## config.mk

```make
export PLATFORM = sky130hd
export DESIGN_NAME = alu_reservation_station_flat
export DESIGN_NICKNAME = d
export VERILOG_FILES = /design/src/rtl/alu_reservation_station_if.sv /design/src/rtl/alu_reservation_station.sv /design/src/flat_wrapper.sv
export SDC_FILE = /design/constraint.sdc
export NUM_CORES = 1
export LEC_CHECK = 0
export BUFFER_PORTS_ARGS = -buffer_cell sky130_fd_sc_hd__buf_2
export CAP_MARGIN = 20
export CORE_MARGIN = 8
export CORE_UTILIZATION = 55
export CTS_CLUSTER_SIZE = 24
export DETAILED_ROUTE_END_ITERATION = 10
export GPL_TIMING_DRIVEN = 0
export PLACE_DENSITY = 0.75
export RECOVER_POWER = 50
export SYNTH_ARGS = -nofsm -noshare
export SYNTH_HDL_FRONTEND = slang
export SYNTH_SLANG_ARGS = --single-unit
```

## constraint.sdc

```tcl
create_clock -name clk -period 5.9 [get_ports clk]
set_input_delay 1.18 -clock clk [delete_from_list [all_inputs] [get_ports clk]]
set_output_delay 1.18 -clock clk [all_outputs]
set_load 0.02 [all_outputs]
```

## src/rtl/alu_reservation_station_if.sv

```systemverilog
// ---------------------------------------------------------------------------
// alu_reservation_station_if
// Groups the ALU reservation station's issue, CDB snoop and ALU dispatch
// signals.
//   master : the surrounding pipeline. It drives issue/CDB/aluReady and
//            observes issueReady plus the dispatch outputs.
//   slave  : the reservation station itself.
// Signals:
//   issueValid/issueReady            issue handshake
//   issueOp/issueDest                opcode and destination tag
//   issueA*/issueB*                  operand value-or-tag, per operand
//   cdbValid/cdbTag/cdbData          result broadcast snooped for wakeup
//   aluValid/aluReady                dispatch handshake
//   aluOp/aluA/aluB/aluDest          dispatched instruction
// ---------------------------------------------------------------------------
interface alu_reservation_station_if #(
  parameter int tagWidth  = 4,
  parameter int dataWidth = 32,
  parameter int opWidth   = 5
);
  logic                 issueValid;
  logic                 issueReady;
  logic [opWidth-1:0]   issueOp;
  logic [tagWidth-1:0]  issueDest;
  logic                 issueAValid;
  logic [dataWidth-1:0] issueAData;
  logic [tagWidth-1:0]  issueATag;
  logic                 issueBValid;
  logic [dataWidth-1:0] issueBData;
  logic [tagWidth-1:0]  issueBTag;
  logic                 cdbValid;
  logic [tagWidth-1:0]  cdbTag;
  logic [dataWidth-1:0] cdbData;
  logic                 aluValid;
  logic                 aluReady;
  logic [opWidth-1:0]   aluOp;
  logic [dataWidth-1:0] aluA;
  logic [dataWidth-1:0] aluB;
  logic [tagWidth-1:0]  aluDest;

  modport master (
    output issueValid, issueOp, issueDest,
    output issueAValid, issueAData, issueATag,
    output issueBValid, issueBData, issueBTag,
    output cdbValid, cdbTag, cdbData, aluReady,
    input  issueReady, aluValid, aluOp, aluA, aluB, aluDest
  );

  modport slave (
    input  issueValid, issueOp, issueDest,
    input  issueAValid, issueAData, issueATag,
    input  issueBValid, issueBData, issueBTag,
    input  cdbValid, cdbTag, cdbData, aluReady,
    output issueReady, aluValid, aluOp, aluA, aluB, aluDest
  );
endinterface

```

## src/rtl/alu_reservation_station.sv

```systemverilog
// ---------------------------------------------------------------------------
// alu_reservation_station
// Holds issued ALU instructions until both source operands are available. It
// snoops the CDB to wake operands that are still waiting. It then dispatches
// the lowest-index ready entry through a registered output stage.
// Ports:
//   clk   clock; all state updates happen on the rising edge
//   rst   synchronous active-high reset; it wins over every same-cycle event
//   bus   alu_reservation_station_if.slave (issue, CDB, dispatch signals)
// ---------------------------------------------------------------------------
module alu_reservation_station #(
  parameter int RS_SIZE   = 4,
  parameter int tagWidth  = 4,
  parameter int dataWidth = 32,
  parameter int opWidth   = 5
) (
  input  logic                        clk,
  input  logic                        rst,
  alu_reservation_station_if.slave    bus
);

  localparam int IDX_W = $clog2(RS_SIZE);

  // Entry storage. Only busy/av/bv need a reset, because the payload fields
  // are never observed while the entry is free.
  logic [RS_SIZE-1:0]   busy_r;
  logic [RS_SIZE-1:0]   av_r;
  logic [RS_SIZE-1:0]   bv_r;
  logic [opWidth-1:0]   op_r   [RS_SIZE];
  logic [tagWidth-1:0]  dest_r [RS_SIZE];
  logic [dataWidth-1:0] ad_r   [RS_SIZE];
  logic [tagWidth-1:0]  at_r   [RS_SIZE];
  logic [dataWidth-1:0] bd_r   [RS_SIZE];
  logic [tagWidth-1:0]  bt_r   [RS_SIZE];

  // Output stage
  logic                 alu_valid_r;
  logic [opWidth-1:0]   alu_op_r;
  logic [dataWidth-1:0] alu_a_r;
  logic [dataWidth-1:0] alu_b_r;
  logic [tagWidth-1:0]  alu_dest_r;

  logic [RS_SIZE-1:0]   ready_s;
  logic [IDX_W-1:0]     free_idx_s;
  logic [IDX_W-1:0]     sel_idx_s;
  logic                 any_free_s;
  logic                 any_ready_s;
  logic                 out_free_s;
  logic                 do_issue_s;
  logic                 do_dispatch_s;
  logic                 fwd_a_s;
  logic                 fwd_b_s;

  // Lowest-index free/ready search. The loop runs downward, so the last
  // assignment it makes is the lowest index.
  always_comb begin
    ready_s     = busy_r & av_r & bv_r;
    free_idx_s  = '0;
    sel_idx_s   = '0;
    any_free_s  = ~(&busy_r);
    any_ready_s = |ready_s;
    for (int i = RS_SIZE - 1; i >= 0; i--) begin
      free_idx_s = (!busy_r[i]) ? IDX_W'(i) : free_idx_s;
      sel_idx_s  = ready_s[i]   ? IDX_W'(i) : sel_idx_s;
    end
  end

  // Handshake decisions. These use start-of-cycle state only, so a slot
  // freed by this cycle's dispatch does not raise issueReady until the
  // next cycle.
  always_comb begin
    out_free_s    = (!alu_valid_r) || bus.aluReady;
    do_issue_s    = bus.issueValid && any_free_s;
    do_dispatch_s = out_free_s && any_ready_s;
    fwd_a_s       = (!bus.issueAValid) && bus.cdbValid && (bus.issueATag == bus.cdbTag);
    fwd_b_s       = (!bus.issueBValid) && bus.cdbValid && (bus.issueBTag == bus.cdbTag);
  end

  // Entry state and the registered dispatch stage
  always_ff @(posedge clk) begin
    if (rst) begin
      busy_r      <= '0;
      av_r        <= '0;
      bv_r        <= '0;
      alu_valid_r <= 1'b0;
      alu_op_r    <= '0;
      alu_a_r     <= '0;
      alu_b_r     <= '0;
      alu_dest_r  <= '0;
    end else begin
      // Wakeup: a single broadcast can wake every matching waiting operand
      for (int i = 0; i < RS_SIZE; i++) begin
        if (busy_r[i] && bus.cdbValid) begin
          if (!av_r[i] && (at_r[i] == bus.cdbTag)) begin
            av_r[i] <= 1'b1;
            ad_r[i] <= bus.cdbData;
          end
          if (!bv_r[i] && (bt_r[i] == bus.cdbTag)) begin
            bv_r[i] <= 1'b1;
            bd_r[i] <= bus.cdbData;
          end
        end
      end

      if (do_dispatch_s) begin
        alu_valid_r       <= 1'b1;
        alu_op_r          <= op_r[sel_idx_s];
        alu_a_r           <= ad_r[sel_idx_s];
        alu_b_r           <= bd_r[sel_idx_s];
        alu_dest_r        <= dest_r[sel_idx_s];
        busy_r[sel_idx_s] <= 1'b0;
      end else if (out_free_s) begin
        alu_valid_r <= 1'b0;
      end

      // The issue target is a free slot. It can never be the dispatched
      // slot or a slot being woken, so these writes do not collide.
      if (do_issue_s) begin
        busy_r[free_idx_s] <= 1'b1;
        op_r[free_idx_s]   <= bus.issueOp;
        dest_r[free_idx_s] <= bus.issueDest;
        av_r[free_idx_s]   <= bus.issueAValid || fwd_a_s;
        ad_r[free_idx_s]   <= fwd_a_s ? bus.cdbData : bus.issueAData;
        at_r[free_idx_s]   <= bus.issueATag;
        bv_r[free_idx_s]   <= bus.issueBValid || fwd_b_s;
        bd_r[free_idx_s]   <= fwd_b_s ? bus.cdbData : bus.issueBData;
        bt_r[free_idx_s]   <= bus.issueBTag;
      end
    end
  end

  assign bus.issueReady = any_free_s;
  assign bus.aluValid   = alu_valid_r;
  assign bus.aluOp      = alu_op_r;
  assign bus.aluA       = alu_a_r;
  assign bus.aluB       = alu_b_r;
  assign bus.aluDest    = alu_dest_r;

endmodule

```

## src/flat_wrapper.sv

```systemverilog
// flat-port wrapper written by rule: the top's interface ports become plain ports
module alu_reservation_station_flat 
#(
  parameter int RS_SIZE   = 4,
  parameter int tagWidth  = 4,
  parameter int dataWidth = 32,
  parameter int opWidth   = 5
)
  (clk, rst, bus_issueValid, bus_issueOp, bus_issueDest, bus_issueAValid, bus_issueAData, bus_issueATag, bus_issueBValid, bus_issueBData, bus_issueBTag, bus_cdbValid, bus_cdbTag, bus_cdbData, bus_aluReady, bus_issueReady, bus_aluValid, bus_aluOp, bus_aluA, bus_aluB, bus_aluDest);
  alu_reservation_station_if #(.tagWidth(tagWidth), .dataWidth(dataWidth), .opWidth(opWidth)) bus_i ();
  input  logic clk;
  input  logic rst;
  input wire logic [$bits(bus_i.issueValid)-1:0] bus_issueValid;
  input wire logic [$bits(bus_i.issueOp)-1:0] bus_issueOp;
  input wire logic [$bits(bus_i.issueDest)-1:0] bus_issueDest;
  input wire logic [$bits(bus_i.issueAValid)-1:0] bus_issueAValid;
  input wire logic [$bits(bus_i.issueAData)-1:0] bus_issueAData;
  input wire logic [$bits(bus_i.issueATag)-1:0] bus_issueATag;
  input wire logic [$bits(bus_i.issueBValid)-1:0] bus_issueBValid;
  input wire logic [$bits(bus_i.issueBData)-1:0] bus_issueBData;
  input wire logic [$bits(bus_i.issueBTag)-1:0] bus_issueBTag;
  input wire logic [$bits(bus_i.cdbValid)-1:0] bus_cdbValid;
  input wire logic [$bits(bus_i.cdbTag)-1:0] bus_cdbTag;
  input wire logic [$bits(bus_i.cdbData)-1:0] bus_cdbData;
  input wire logic [$bits(bus_i.aluReady)-1:0] bus_aluReady;
  output wire logic [$bits(bus_i.issueReady)-1:0] bus_issueReady;
  output wire logic [$bits(bus_i.aluValid)-1:0] bus_aluValid;
  output wire logic [$bits(bus_i.aluOp)-1:0] bus_aluOp;
  output wire logic [$bits(bus_i.aluA)-1:0] bus_aluA;
  output wire logic [$bits(bus_i.aluB)-1:0] bus_aluB;
  output wire logic [$bits(bus_i.aluDest)-1:0] bus_aluDest;
  assign bus_i.issueValid = bus_issueValid;
  assign bus_i.issueOp = bus_issueOp;
  assign bus_i.issueDest = bus_issueDest;
  assign bus_i.issueAValid = bus_issueAValid;
  assign bus_i.issueAData = bus_issueAData;
  assign bus_i.issueATag = bus_issueATag;
  assign bus_i.issueBValid = bus_issueBValid;
  assign bus_i.issueBData = bus_issueBData;
  assign bus_i.issueBTag = bus_issueBTag;
  assign bus_i.cdbValid = bus_cdbValid;
  assign bus_i.cdbTag = bus_cdbTag;
  assign bus_i.cdbData = bus_cdbData;
  assign bus_i.aluReady = bus_aluReady;
  assign bus_issueReady = bus_i.issueReady;
  assign bus_aluValid = bus_i.aluValid;
  assign bus_aluOp = bus_i.aluOp;
  assign bus_aluA = bus_i.aluA;
  assign bus_aluB = bus_i.aluB;
  assign bus_aluDest = bus_i.aluDest;
  alu_reservation_station #(.RS_SIZE(RS_SIZE), .tagWidth(tagWidth), .dataWidth(dataWidth), .opWidth(opWidth)) u_core (.clk(clk), .rst(rst), .bus(bus_i));
endmodule
```

* Word-level counts from Yosys, hierarchy flattened *
Memories as Yosys holds them, arrays and structs flattened. A register that Yosys moved wholly into a read port is not among the register bits.
Index checks and enable logic that the tools add are counted.

storage, ports and cells
  output and inout port bits = 75
  word-level logic and storage cells = 149
  input bits = 124
  register bits = 13
  memories kept = 6
  RAM bits = 324

memory list
  memory         depth  bits a word  rd ports  clocked after memory_dff  write ports  line                           RTL
  u_core.ad_r    4      32           1         1                         5            alu_reservation_station.sv:31  logic [dataWidth-1:0] ad_r [RS_SIZE];
  u_core.bd_r    4      32           1         1                         5            alu_reservation_station.sv:33  logic [dataWidth-1:0] bd_r [RS_SIZE];
  u_core.op_r    4      5            1         1                         1            alu_reservation_station.sv:29  logic [opWidth-1:0] op_r [RS_SIZE];
  u_core.at_r    4      4            4         0                         1            alu_reservation_station.sv:32  logic [tagWidth-1:0] at_r [RS_SIZE];
  u_core.bt_r    4      4            4         0                         1            alu_reservation_station.sv:34  logic [tagWidth-1:0] bt_r [RS_SIZE];
  u_core.dest_r  4      4            1         1                         1            alu_reservation_station.sv:30  logic [tagWidth-1:0] dest_r [RS_SIZE];

operators by class
  multiplexer cells = 82
  order comparisons = 4
  reduce and logical (&&, ||, !) cells = 37
  bitwise operators = 6
  equality and inequality tests = 10

operator list
  operator                                                            number
  two-way mux 32 bit                                                  2
  two-way mux 1 bit                                                   63
  == test 4 bit                                                       10
  logical AND 1 bit                                                   20
  two-way mux 4 bit                                                   5
  two-way mux 2 bit                                                   8
  AND 4 bit                                                           3
  logical NOT 1 bit                                                   11
  bitwise mux 4 bit                                                   2
  < comparator 2 x 3 -> 1 bit (second input constant)                 2
  demux 1 bit (select 2 bit)                                          2
  greater-or-equal comparator 2 x 1 -> 1 bit (second input constant)  2
  NOT 4 bit                                                           1
  bitwise OR 4 bit                                                    1
  AND reduction 4 bit                                                 1
  OR reduction 4 bit                                                  1
  logical OR 1 bit                                                    3
  nonzero test 2 bit                                                  1
  NOT 1 bit                                                           1

* Logic depth before layout (Yosys ltp) *
  depth in word-level cells = 16
  gate-level depth with buffers = 7
  gate-level depth less buffers = 4

* Least setup slack after synthesis *
OpenSTA, ideal clock, no wires.

  path type = input -> register
  from = input port bus_cdbTag[3]
  to = memory u_core.bd_r[3][0] (enable)
  required time = 5430 ps
  setup slack = 1175 ps
  library setup time = 470 ps
  arrival = 4256 ps
  cell stages on the path = 5
  cell sequence = buf_2 -> xor2_1 -> nor3_1 -> nand2_1 -> o31ai_1

RTL lines
  what             line                           RTL
  start, declared  flat_wrapper.sv:23             input wire logic [$bits(bus_i.cdbTag)-1:0] bus_cdbTag;
  end, declared    alu_reservation_station.sv:33

==> PnR_summary.wiki <==
{| class="wikitable"
! Metric !! Value
|-
| Final net count || 1860
|-
| Number of warnings issued by yosys || 0
|-
| CTS tree || done
|-
| Critical path class || in2reg
|-
| Average detailed-routed wire length per instance || 28.0 um
|-
| Antenna Violating Nets Remaining || 0
|-
| Maximum fanout count along the critical path || 15
|-
| Signal arrival time at the worst endpoint || 4.29 ns
|-
| Final setup violation count || 0
|-
| Net count after synthesis || 1598
|-
| Initial DRT Pass Iterations || 6
|-
| CTS clk-pin slew, worst paths || 0.06 ns
|-
| Max transition margin || 16.9%
|-
| Outcome || finished, final reports clean
|-
| Cts hold-fix bufs || 0
|-
| Max-slew violation count || 0
|-
| Ratio of cells with drive above 1 in the final layout || 25.8%
|-
| Routed wire length || 62.5 mm
|-
| Proportion of netlist area held by the largest area contributor || 50.2%
|-
| Switching share of total power || 22.1%
|-
| CP startpoint kind || primary input
|-
| Number of buffers created by CTS || 43
|-
| Worst IR Drop VDD || 231 uV
|-
| Post-synthesis area per instance || 13.2 um2
|-
| Instance area after placement || 21400 um2
|-
| Final core utilization || 64.6%
|-
| Setup Total Neg Slack || 0 ns
|-
| Number of top-level pins || 199
|-
| Total of flip-flops plus latches after synthesis || 410
|-
| Antenna violations before repair || 13
|-
| Die Ht || 204 um
|-
| Final Cell Area || 22400 um2
|-
| Count of mapped cells out of synthesis || 1474
|-
| Netlist Area Pre-Place || 19400 um2
|-
| Routed via count || 15081
|-
| Seq/Total Area, Yosys || 59.0%
|-
| Clock latency reported for the late side of the worst-skew pair || 0.54 ns
|-
| Number of hold violations in the final report || 0
|-
| Cell accounting for the most synthesized area || edfxtp_1
|-
| Portion of the clock cycle consumed by the worst path in the final layout || 70.2%
|-
| Setup Fix Bufs, Post-CTS || 0
|-
| Vias in the first global route || 15179
|-
| Wire length of the first global-routing pass || 91.3 mm
|-
| Initial Util || 56.0%
|-
| FMAX || 0.242 GHz
|-
| Power share of the combinational group || 6.7%
|-
| Number of remaining DRC errors || 0
|-
| Floorplan die width || 204 um
|-
| Worst R2R Setup Slack || 2.44 ns
|-
| DR iter-0 viols || 1674
|-
| Post-synthesis to final-layout area growth || 15.4%
|-
| TritonCTS Sinks || 410
|-
| Routability congestion estimate from global placement || 0.932
|-
| Power Dens Cells || 279 nW/um2
|-
| Post-detailed-placement half-perimeter wirelength || 43.4 mm
|-
| Largest net degree at the start of global routing || 20
|-
| Final-layout worst hold slack || 0.496 ns
|-
| Reg power frac || 51.5%
|-
| Detailed-route vias per instance || 6.76
|-
| Max Cap Violations || 0
|-
| Worst hold-check path type || reg2reg
|-
| Setup Skew || 0.0175 ns
|-
| Number of port buffers || 196
|-
| Minimum clock period || 4.14 ns
|-
| Area enclosed by the die boundary || 41500 um2
|-
| LEAKAGE || 0.00699 uW
|-
| Number of synthesized flops with an enable pin || 324
|-
| Slew at the pin closest to its max-slew limit || 1.24 ns
|-
| Internal power summed over all cells || 4860 uW
|-
| Number of different library cells in the post-synthesis netlist || 39
|-
| Endpoint required time on the critical path || 6.05 ns
|-
| Nature of the critical path endpoint || register
|-
| Row cnt || 68
|-
| NetSw || 1380 uW
|-
| Share of async-settable or async-resettable flops after synthesis || 0%
|-
| All-Layer GR Usage || 28.8%
|-
| Ys flop type || edfxtp_1
|-
| Clk network pwr share || 41.8%
|-
| Power consumption || 6250 uW
|-
| RSZ-0062 raised after global routing || no
|-
| Global route total overflow || 0
|-
| Resized cells post-CTS || 0
|-
| H-tree levels || 2
|-
| Top cells by area in the synthesized netlist || edfxtp_1 (50%), mux2_2 (15%), dfxtp_1 (8.9%)
|-
| Leading cell types by count after synthesis || edfxtp_1 (324), mux2_2 (256), clkbuf_1 (105), dfxtp_1 (86), a31oi_1 (83)
|-
| Clock Root Buffer || clkbuf_16
|-
| Most numerous cell in the Yosys netlist || edfxtp_1
|-
| Deepest clock path buffer count || 3
|-
| Floorplan Core Area || 34600 um2
|}
-- cells by family (layout without fill, tap and decap cells) --
family	Yosys count	in the layout	synth area share, %
other	0	6	0
muxes	256	256	14.9
xor gates and xnor gates	34	34	1.54
buffers and inverters	158	453	3.65
AOI/OAI and AO/OA	413	413	15.5
and+or+nand+nor	203	203	5.39
DFF	410	410	59.0
-- worst max-delay path, stage by stage --
cell and delay, ns:
clkbuf_1 0.10, clkbuf_1 0.53, xor2_1 0.13, nor2_1 0.15
nand4_1 0.20, o31ai_1 1.03, clkbuf_1 0.94
-- metrics by stage --
| stage | std cells | setup slack [ns] |
|---|---|---|
| after floorplan | 1474 | 1.17 |
| after CTS | 2224 | 2.48 |
| after global placement | 2125 | -1.34 |
| after global routing | 2228 | 1.59 |
| final | 2230 | 1.76 |
| after detailed placement | 2146 | 1.94 |
-- layout by cell type (no fill, tap or decap), types with 43 or more instances in the layout --
cell and n:
a311oi_1 80, clkbuf_1 231, clkbuf_16 43, dfxtp_1 86, a31oi_1 83, nand4_1 77, o211ai_1 73, a21oi_1 77
edfxtp_1 324, buf_2 112, o2bb2ai_1 73, mux2_2 256, nor2_1 82
-- layout make-up --
| type | count | area (um2) |
|---|---|---|
| Inverter | 15 | 56.3 |
| Antenna cell | 6 | 15.0 |
| Multi-Input combinational cell | 906 | 7280 |
| Clock inverter | 12 | 109 |
| Tap cell | 455 | 569 |
| Fill cell | 2697 | 12200 |
| Timing Repair Buffer | 217 | 1060 |
| Clock buffer | 66 | 1210 |
| Buffer | 143 | 633 |
| Sequential cell | 410 | 11500 |
-- per-layer routing --
layer  routed length [um]  track usage, %  up-vias
met1                23400            36.2     7434
met2                29500            46.6      972
met4                 2600            13.3       16
met3                 7020            7.17      181
met5                  101               0        -
li1                     -               -     6478
-- registers in the layout, indices dropped and copies added, names as in the netlist --
name / count
u_core.dest_r: 16
u_core.at_r: 16
u_core.bd_r: 128
u_core.op_r: 20
u_core.bt_r: 16
u_core.ad_r: 128
u_core.bv_r: 4
u_core.bus.aluValid: 1
u_core.bus.aluDest: 4
u_core.bus.aluB: 32
u_core.av_r: 4
u_core.bus.aluA: 32
u_core.busy_r: 4
u_core.bus.aluOp: 5
-- power by group through the flow --
stage / sequential, uW / clock (uW) / combinational [uW]
6_report: 3220 / 2610 / 421
5_1_grt: 3220 / 2720 / 447
4_1_cts: 3220 / 2610 / 424
3_5_place_dp: 3280 / 0 / 421
3_3_place_gp: 3280 / 0 / 392
2_1_floorplan: 3280 / 0 / 227
-- worst paths after layout --
check | startpoint | to | cells after the start
max | bus_cdbTag[0] | u_core.ad_r[2][12] | 7
min | u_core.bus.aluA[19] | u_core.bus.aluA[19] | 2
max reg2reg | u_core.busy_r[1] | u_core.bus.aluB[31] | 7
min reg2reg | u_core.bus.aluA[19] | u_core.bus.aluA[19] | 2
Power figures use the tool's default switching activity.
